$ cat config.mk
export PLATFORM = sky130hd
export DESIGN_NAME = uart_tx_serializer_flat
export DESIGN_NICKNAME = d
export VERILOG_FILES = /design/src/rtl/uart_pkg.sv /design/src/rtl/uart_tx_serializer_if.sv /design/src/rtl/uart_tx_bit_timer.sv /design/src/rtl/uart_tx_serializer.sv /design/src/flat_wrapper.sv
export SDC_FILE = /design/constraint.sdc
export NUM_CORES = 1
export LEC_CHECK = 0
export CAP_MARGIN = 10
export CORE_MARGIN = 8
export CORE_UTILIZATION = 29
export CTS_CLUSTER_SIZE = 24
export DETAILED_ROUTE_END_ITERATION = 8
export PLACE_DENSITY = 0.53
export SYNTH_ARGS = -nofsm -noshare
export SYNTH_HDL_FRONTEND = slang
export SYNTH_SLANG_ARGS = --single-unit
$ cat constraint.sdc
create_clock -name clk -period 3.35 [get_ports clk]
set_input_delay 1.005 -clock clk [delete_from_list [all_inputs] [get_ports clk]]
set_output_delay 1.005 -clock clk [all_outputs]
set_load 0.03 [all_outputs]
$ cat src/rtl/uart_pkg.sv
// Shared UART definitions: FSM state encodings and line-level constants used by
// both the transmit serializer and the receiver.
package uart_pkg;

  typedef enum logic [2:0] {
    ST_IDLE   = 3'd0,
    ST_START  = 3'd1,
    ST_DATA   = 3'd2,
    ST_PARITY = 3'd3,
    ST_STOP   = 3'd4
  } uart_state_e;

  localparam int   MIN_PRESCALE = 4;
  localparam logic START_BIT    = 1'b0;
  localparam logic STOP_BIT     = 1'b1;

endpackage

$ cat src/rtl/uart_tx_serializer_if.sv
// Byte-request / serial-line bundle for uart_tx_serializer; master drives requests,
// slave (the serializer) drives the line, busy flag and FSM state for observation.
interface uart_tx_if
  import uart_pkg::*;
#(
    parameter int DATA_W  = 8,
    parameter int PRESC_W = 5
) ();

    // Handshake: a request (data_valid_in=1) is taken on a rising clk edge only while
    // busy_out=0; while busy_out=1 requests are dropped, never queued.
    logic [PRESC_W-1:0] prescale_in;
    logic [DATA_W-1:0]  data_in;
    logic               data_valid_in;
    logic               par_en_in;
    logic               par_type_in;
    logic               tx_out;
    logic               busy_out;
    uart_state_e        state_dbg;

    modport master (
        output prescale_in, data_in, data_valid_in, par_en_in, par_type_in,
        input  tx_out, busy_out, state_dbg
    );

    modport slave (
        input  prescale_in, data_in, data_valid_in, par_en_in, par_type_in,
        output tx_out, busy_out, state_dbg
    );

endinterface

$ cat src/rtl/uart_tx_bit_timer.sv
// Per-bit edge counter for the UART transmitter: counts 0..P-1 while running and
// pulses bit_done_out on the last clock of each bit, with P clamped to MIN_PRESCALE.
module uart_tx_bit_timer
    import uart_pkg::*;
#(
    parameter int PRESC_W = 5
) (
    input  logic               clk,
    input  logic               reset,
    input  logic               run_in,
    input  logic [PRESC_W-1:0] presc_in,
    output logic               bit_done_out
);

    logic [PRESC_W-1:0] cnt_q;
    logic [PRESC_W-1:0] cnt_d;
    logic [PRESC_W-1:0] presc_eff;

    always_comb begin
        presc_eff    = (presc_in < PRESC_W'(MIN_PRESCALE)) ? PRESC_W'(MIN_PRESCALE) : presc_in;
        bit_done_out = run_in && (cnt_q == presc_eff - 1'b1);
        // Holding at zero while idle makes the first START clock count as 0.
        cnt_d        = (!run_in || bit_done_out) ? '0 : cnt_q + 1'b1;
    end

    always_ff @(posedge clk or posedge reset) begin
        if (reset) cnt_q <= '0;
        else       cnt_q <= cnt_d;
    end

endmodule

$ cat src/rtl/uart_tx_serializer.sv
// UART transmitter: start bit, DATA_W bits LSB first, optional parity, one stop bit.
// Parity support is compiled only when UART_TX_PARITY_EN is defined.
module uart_tx_serializer
    import uart_pkg::*;
#(
    parameter int DATA_W  = 8,
    parameter int PRESC_W = 5
) (
    input  logic     clk,
    input  logic     reset,
    uart_tx_if.slave bus
);

    localparam int BIT_W = $clog2(DATA_W);

    uart_state_e        state_q, state_d;
    logic               tx_q, tx_d;
    logic               busy_q, busy_d;
    logic [DATA_W-1:0]  shreg_q, shreg_d;
    logic [BIT_W-1:0]   bit_idx_q, bit_idx_d;
    logic [PRESC_W-1:0] presc_q, presc_d;
    logic               bit_done;

`ifdef UART_TX_PARITY_EN
    logic par_en_q, par_en_d;
    logic par_bit_q, par_bit_d;
`else
    logic unused_par;
    assign unused_par = &{1'b0, bus.par_en_in, bus.par_type_in};
`endif

    uart_tx_bit_timer #(.PRESC_W(PRESC_W)) u_bit_timer (
        .clk          (clk),
        .reset        (reset),
        .run_in       (state_q != ST_IDLE),
        .presc_in     (presc_q),
        .bit_done_out (bit_done)
    );

    always_comb begin
        state_d   = state_q;
        tx_d      = tx_q;
        busy_d    = busy_q;
        shreg_d   = shreg_q;
        bit_idx_d = bit_idx_q;
        presc_d   = presc_q;
`ifdef UART_TX_PARITY_EN
        par_en_d  = par_en_q;
        par_bit_d = par_bit_q;
`endif
        case (state_q)
            ST_IDLE: begin
                if (bus.data_valid_in) begin
                    shreg_d   = bus.data_in;
                    presc_d   = bus.prescale_in;
                    bit_idx_d = '0;
`ifdef UART_TX_PARITY_EN
                    par_en_d  = bus.par_en_in;
                    par_bit_d = (^bus.data_in) ^ bus.par_type_in;
`endif
                    state_d   = ST_START;
                    tx_d      = START_BIT;
                    busy_d    = 1'b1;
                end
            end
            ST_START: begin
                if (bit_done) begin
                    state_d = ST_DATA;
                    tx_d    = shreg_q[0];
                end
            end
            ST_DATA: begin
                if (bit_done) begin
                    if (bit_idx_q == BIT_W'(DATA_W - 1)) begin
                        bit_idx_d = '0;
`ifdef UART_TX_PARITY_EN
                        if (par_en_q) begin
                            state_d = ST_PARITY;
                            tx_d    = par_bit_q;
                        end else begin
                            state_d = ST_STOP;
                            tx_d    = STOP_BIT;
                        end
`else
                        state_d = ST_STOP;
                        tx_d    = STOP_BIT;
`endif
                    end else begin
                        // Shift and present the next bit in the same edge.
                        bit_idx_d = bit_idx_q + 1'b1;
                        shreg_d   = shreg_q >> 1;
                        tx_d      = shreg_q[1];
                    end
                end
            end
`ifdef UART_TX_PARITY_EN
            ST_PARITY: begin
                if (bit_done) begin
                    state_d = ST_STOP;
                    tx_d    = STOP_BIT;
                end
            end
`endif
            ST_STOP: begin
                if (bit_done) begin
                    state_d = ST_IDLE;
                    busy_d  = 1'b0;
                end
            end
            default: begin
                state_d = ST_IDLE;
                tx_d    = STOP_BIT;
                busy_d  = 1'b0;
            end
        endcase
    end

    always_ff @(posedge clk or posedge reset) begin
        if (reset) begin
            state_q   <= ST_IDLE;
            tx_q      <= STOP_BIT;
            busy_q    <= 1'b0;
            shreg_q   <= '0;
            bit_idx_q <= '0;
            presc_q   <= '0;
`ifdef UART_TX_PARITY_EN
            par_en_q  <= 1'b0;
            par_bit_q <= 1'b0;
`endif
        end else begin
            state_q   <= state_d;
            tx_q      <= tx_d;
            busy_q    <= busy_d;
            shreg_q   <= shreg_d;
            bit_idx_q <= bit_idx_d;
            presc_q   <= presc_d;
`ifdef UART_TX_PARITY_EN
            par_en_q  <= par_en_d;
            par_bit_q <= par_bit_d;
`endif
        end
    end

    assign bus.tx_out    = tx_q;
    assign bus.busy_out  = busy_q;
    assign bus.state_dbg = state_q;

endmodule

$ cat src/flat_wrapper.sv
// flat-port wrapper written by rule: the top's interface ports become plain ports
module uart_tx_serializer_flat import uart_pkg::*;
#(
    parameter int DATA_W  = 8,
    parameter int PRESC_W = 5
)
  (clk, reset, bus_prescale_in, bus_data_in, bus_data_valid_in, bus_par_en_in, bus_par_type_in, bus_tx_out, bus_busy_out, bus_state_dbg);
  uart_tx_if #(.DATA_W(DATA_W), .PRESC_W(PRESC_W)) bus_i ();
  input  logic clk;
  input  logic reset;
  input wire logic [$bits(bus_i.prescale_in)-1:0] bus_prescale_in;
  input wire logic [$bits(bus_i.data_in)-1:0] bus_data_in;
  input wire logic [$bits(bus_i.data_valid_in)-1:0] bus_data_valid_in;
  input wire logic [$bits(bus_i.par_en_in)-1:0] bus_par_en_in;
  input wire logic [$bits(bus_i.par_type_in)-1:0] bus_par_type_in;
  output wire logic [$bits(bus_i.tx_out)-1:0] bus_tx_out;
  output wire logic [$bits(bus_i.busy_out)-1:0] bus_busy_out;
  output wire logic [$bits(bus_i.state_dbg)-1:0] bus_state_dbg;
  assign bus_i.prescale_in = bus_prescale_in;
  assign bus_i.data_in = bus_data_in;
  assign bus_i.data_valid_in = bus_data_valid_in;
  assign bus_i.par_en_in = bus_par_en_in;
  assign bus_i.par_type_in = bus_par_type_in;
  assign bus_tx_out = bus_i.tx_out;
  assign bus_busy_out = bus_i.busy_out;
  assign bus_state_dbg = bus_i.state_dbg;
  uart_tx_serializer #(.DATA_W(DATA_W), .PRESC_W(PRESC_W)) u_core (.clk(clk), .reset(reset), .bus(bus_i));
endmodule
==> results.yml <==
outcome:
  status: "finished clean"
logic_synthesis:
  async_flop_share_pct: 100.0
  avgSynthCellArea_um2: 9.501
  yosys.area_share.adder_pct: 3.292
  yosysSeqAreaShare_pct: 42.88
  synth-compound-area-share_pct: 17.94
  synth_top_family_by_area: "simple AND/OR/NAND/NOR gates"
  synth.area.mux_share_pct: 2.634
  synthSimpleGateAreaFrac_pct: 23.62
  synth_edf_count: 0
  netlist_area_um2: 1520
  synth_nets: 182
  syn_inst: 160
  ys_seq_elements: 26
  synth_ff_type: "dfrtp_1"
  synth_xor_area_share_pct: 4.609
  synth_warnings: 0
  synth.distinct_cells: 39
placement:
  gp_congestion: 0.7580
  dp.cells: 246
  postPlaceCellArea_um2: 1802
  dp_hpwl_mm: 2.559
  numPortBuffers: 20
worst_hold_path:
  hold_depth: 1
  worstHoldEndpoint: "u_core.shreg_q[2]"
  hold_path_startpoint: "u_core.shreg_q[2]"
  min_path_type: "flip-flop to flip-flop"
sta:
  rsz0062_at_grt: "false"
  slew_violations: 0
  hold_viol: 0
  relSlewSlack_pct: 49.26
  fin_crit_sh_pct: 87.40
  max_freq_mhz: 341.5
  whs_ps: 508.2
  finalSetupTns_ps: 0
  worstMarginPinSlew_ps: 759.1
  setup_viol: 0
  finClkSkew_ps: 3.668
  period_needed_ps: 2928
setup_path:
  worstReg2RegEnd: "u_core.shreg_q[7]"
  rrSetupSlack_ps: 420
  cp_max_fo: 11
  worstRegToRegCells: 7
  crit_chain: "o31ai_1 -> ha_1 -> nor3b_1 -> o211ai_1 -> or4_1 -> nor2_1 -> o221ai_1"
  cp_top_family: "simple AND/OR/NAND/NOR gates"
  critical_path_class: "flip-flop to flip-flop"
  reg2reg_from: "u_core.presc_q[2]"
  cpPeakStageDelay_ps: 730
  slowest_stage: "or4_1"
  critPathLaunchType: "flip-flop"
  cp_num_buf_inv: 0
  worst_ep_required_time_ps: 3480
  arrival_ps: 3060
  end_kind: "flip-flop"
cells_and_area:
  drive_above_1_share_pct: 10.00
  final_net_count: 203
  final_cell_area_um2: 1847
  area_delta_synth_final_pct: 21.48
  final_cell_count_no_fill: 250
  nFillCells: 531
  fin_util_pct: 36.39
  n_antenna_cell: 0
  multiInputGateArea_um2: 798.3
  regArea_um2: 651.9
clock_tree:
  cts_sinks: 26
  clk_pin_slew_ps: 90
  ctsResizeCount: 0
  h-tree-depth: 1
  clockBufferDepth: 2
  cts_tree: "done"
  clkLatencyLatePin_ps: 270
  cts_made_buffers: 3
  cts_root_buf: "clkbuf_8"
  cts_setup_buffers: 0
  ctsHoldBuffers: 0
global_route:
  antenna_found_initial: 0
  grt_pass1_vias: 1278
  grt-ovfl-total: 0
  grt_max_degree: 27
  grt_pass1_wl_mm: 5.913
  grtUsageTotal_pct: 9.643
routing:
  postRouteAntennaNets: 0
  drt_wl_total_mm: 3.512
  via_per_inst: 4.924
  vias: 1231
  drc: 0
  wl_per_cell_um: 14.05
  first_iter_violations: 71
  drt-pass1-iter-count: 4
die:
  start_util_pct: 29.96
  pin_count: 23
  fp.coreArea_um2: 5075
  placementRows: 26
  die_w_um: 88.40
  die_area_um2: 7815
  die_y_um: 88.40
power_and_ir_drop:
  p_leak_nw: 0.7547
  irDropWorstVdd_v: 0.0003185
  pwr_density_cell_nw_per_um2: 846.4
job:
  drv_cap: 0
==> stage by stage <==
stage	worst slack (ps)	power, W
finish	422.0	0.001563
global route	162.1	0.001703
CTS	439.3	0.001578
detailed placement	390.0	0.001390
global placement	417.1	0.001364
floorplan	877.7	0.001178
==> worst reg2reg max path: cells and delay by family (launching register included) <==
family,cells,cell delay [ps]
flip-flops,1,470
AND/OR/NAND/NOR,3,1330
AO/OA/AOI/OAI,3,740
adder cells (fa/ha/maj),1,250
==> Yosys cell counts, drive strengths merged (2+ instances only) <==
master / number / area (µm²)
inv: 5 / 18.77
a31o: 7 / 61.31
buf: 6 / 42.54
o2bb2ai: 2 / 17.52
o22a: 2 / 17.52
mux2i: 4 / 40.04
clkbuf: 4 / 15.01
nor3b: 2 / 15.01
xnor2: 3 / 26.28
or3b: 3 / 26.28
a21oi: 2 / 10.01
xor2: 5 / 43.79
nor2: 11 / 41.29
nand2b: 5 / 31.28
nand3: 18 / 95.09
nand2: 19 / 71.32
nor4: 3 / 18.77
dfrtp: 25 / 625.6
o31ai: 11 / 82.58
nor3: 3 / 15.01
o21ai: 3 / 18.77
ha: 4 / 50.05
==> kinds of logic (layout without fill, tap and decap cells) <==
group	after synthesis	in the layout
AO/OA/AOI/OAI	33	33
AND/OR/NAND/NOR	70	70
adder cells (fa/ha/maj)	4	4
flip-flops	26	26
XOR/XNOR	8	8
multiplexers	4	4
buffers and inverters	15	35
==> flip-flops by register name, summed over array words and instances (netlist names) <==
register                  count
u_core.bus.state_dbg          3
u_core.shreg_q                8
u_core.presc_q                5
u_core.bit_idx_q              3
u_core.u_bit_timer.cnt_q      5
u_core.bus.busy_out           1
u_core.bus.tx_out             1
==> layout by cell type, fill, tap and decap left out, types with 6 or more instances in the layout <==
master,count
clkdlybuf4s50_1,20
a31o_1,7
dfrtp_1,25
buf_4,6
nor2_1,11
nand3_1,17
nand2_1,19
o31ai_1,11
==> area by class of cell <==
| type | instances | area share (%) |
|---|---|---|
| Multi-Input combinational cell | 119 | 43.22 |
| Sequential cell | 26 | 35.30 |
| Timing Repair Buffer | 26 | 13.28 |
| Tap cell | 70 | 4.743 |
| Clock buffer | 4 | 2.439 |
| Inverter | 5 | 1.016 |
==> metal layers <==
| layer | wire, µm | track usage (%) | share of wire [%] | vias to the layer above |
|---|---|---|---|---|
| met2 | 1668 | 16.43 | 47 | 15 |
| met4 | 60 | 4.301 | 1.7 | 0 |
| met3 | 117 | 1.857 | 3.3 | 5 |
| li1 | - | - | - | 621 |
| met1 | 1665 | 11.41 | 47 | 590 |
| met5 | 0 | 0 | 0 | - |
==> report_power, final <==
| part | total [W] | internal, W | switching [W] | leakage, nW |
|---|---|---|---|---|
| clock | 0.000182 | 0.0000851 | 0.0000969 | 0.0228 |
| combinational | 0.000800 | 0.000355 | 0.000445 | 0.404 |
| sequential | 0.000582 | 0.000435 | 0.000146 | 0.328 |
==> worst max path at each step <==
| stage | startpoint | to | depth (start not counted) |
|---|---|---|---|
| after CTS | u_core.presc_q[4] | u_core.shreg_q[7] | 7 |
| after global placement | bus_data_valid_in | u_core.shreg_q[4] | 5 |
| after floorplan | u_core.presc_q[3] | u_core.bit_idx_q[0] | 9 |
| after global routing | u_core.presc_q[2] | u_core.shreg_q[7] | 7 |
| final | u_core.presc_q[2] | u_core.shreg_q[7] | 7 |
| after detailed placement | bus_data_valid_in | u_core.shreg_q[5] | 5 |
(Power assumes the default switching activity.)
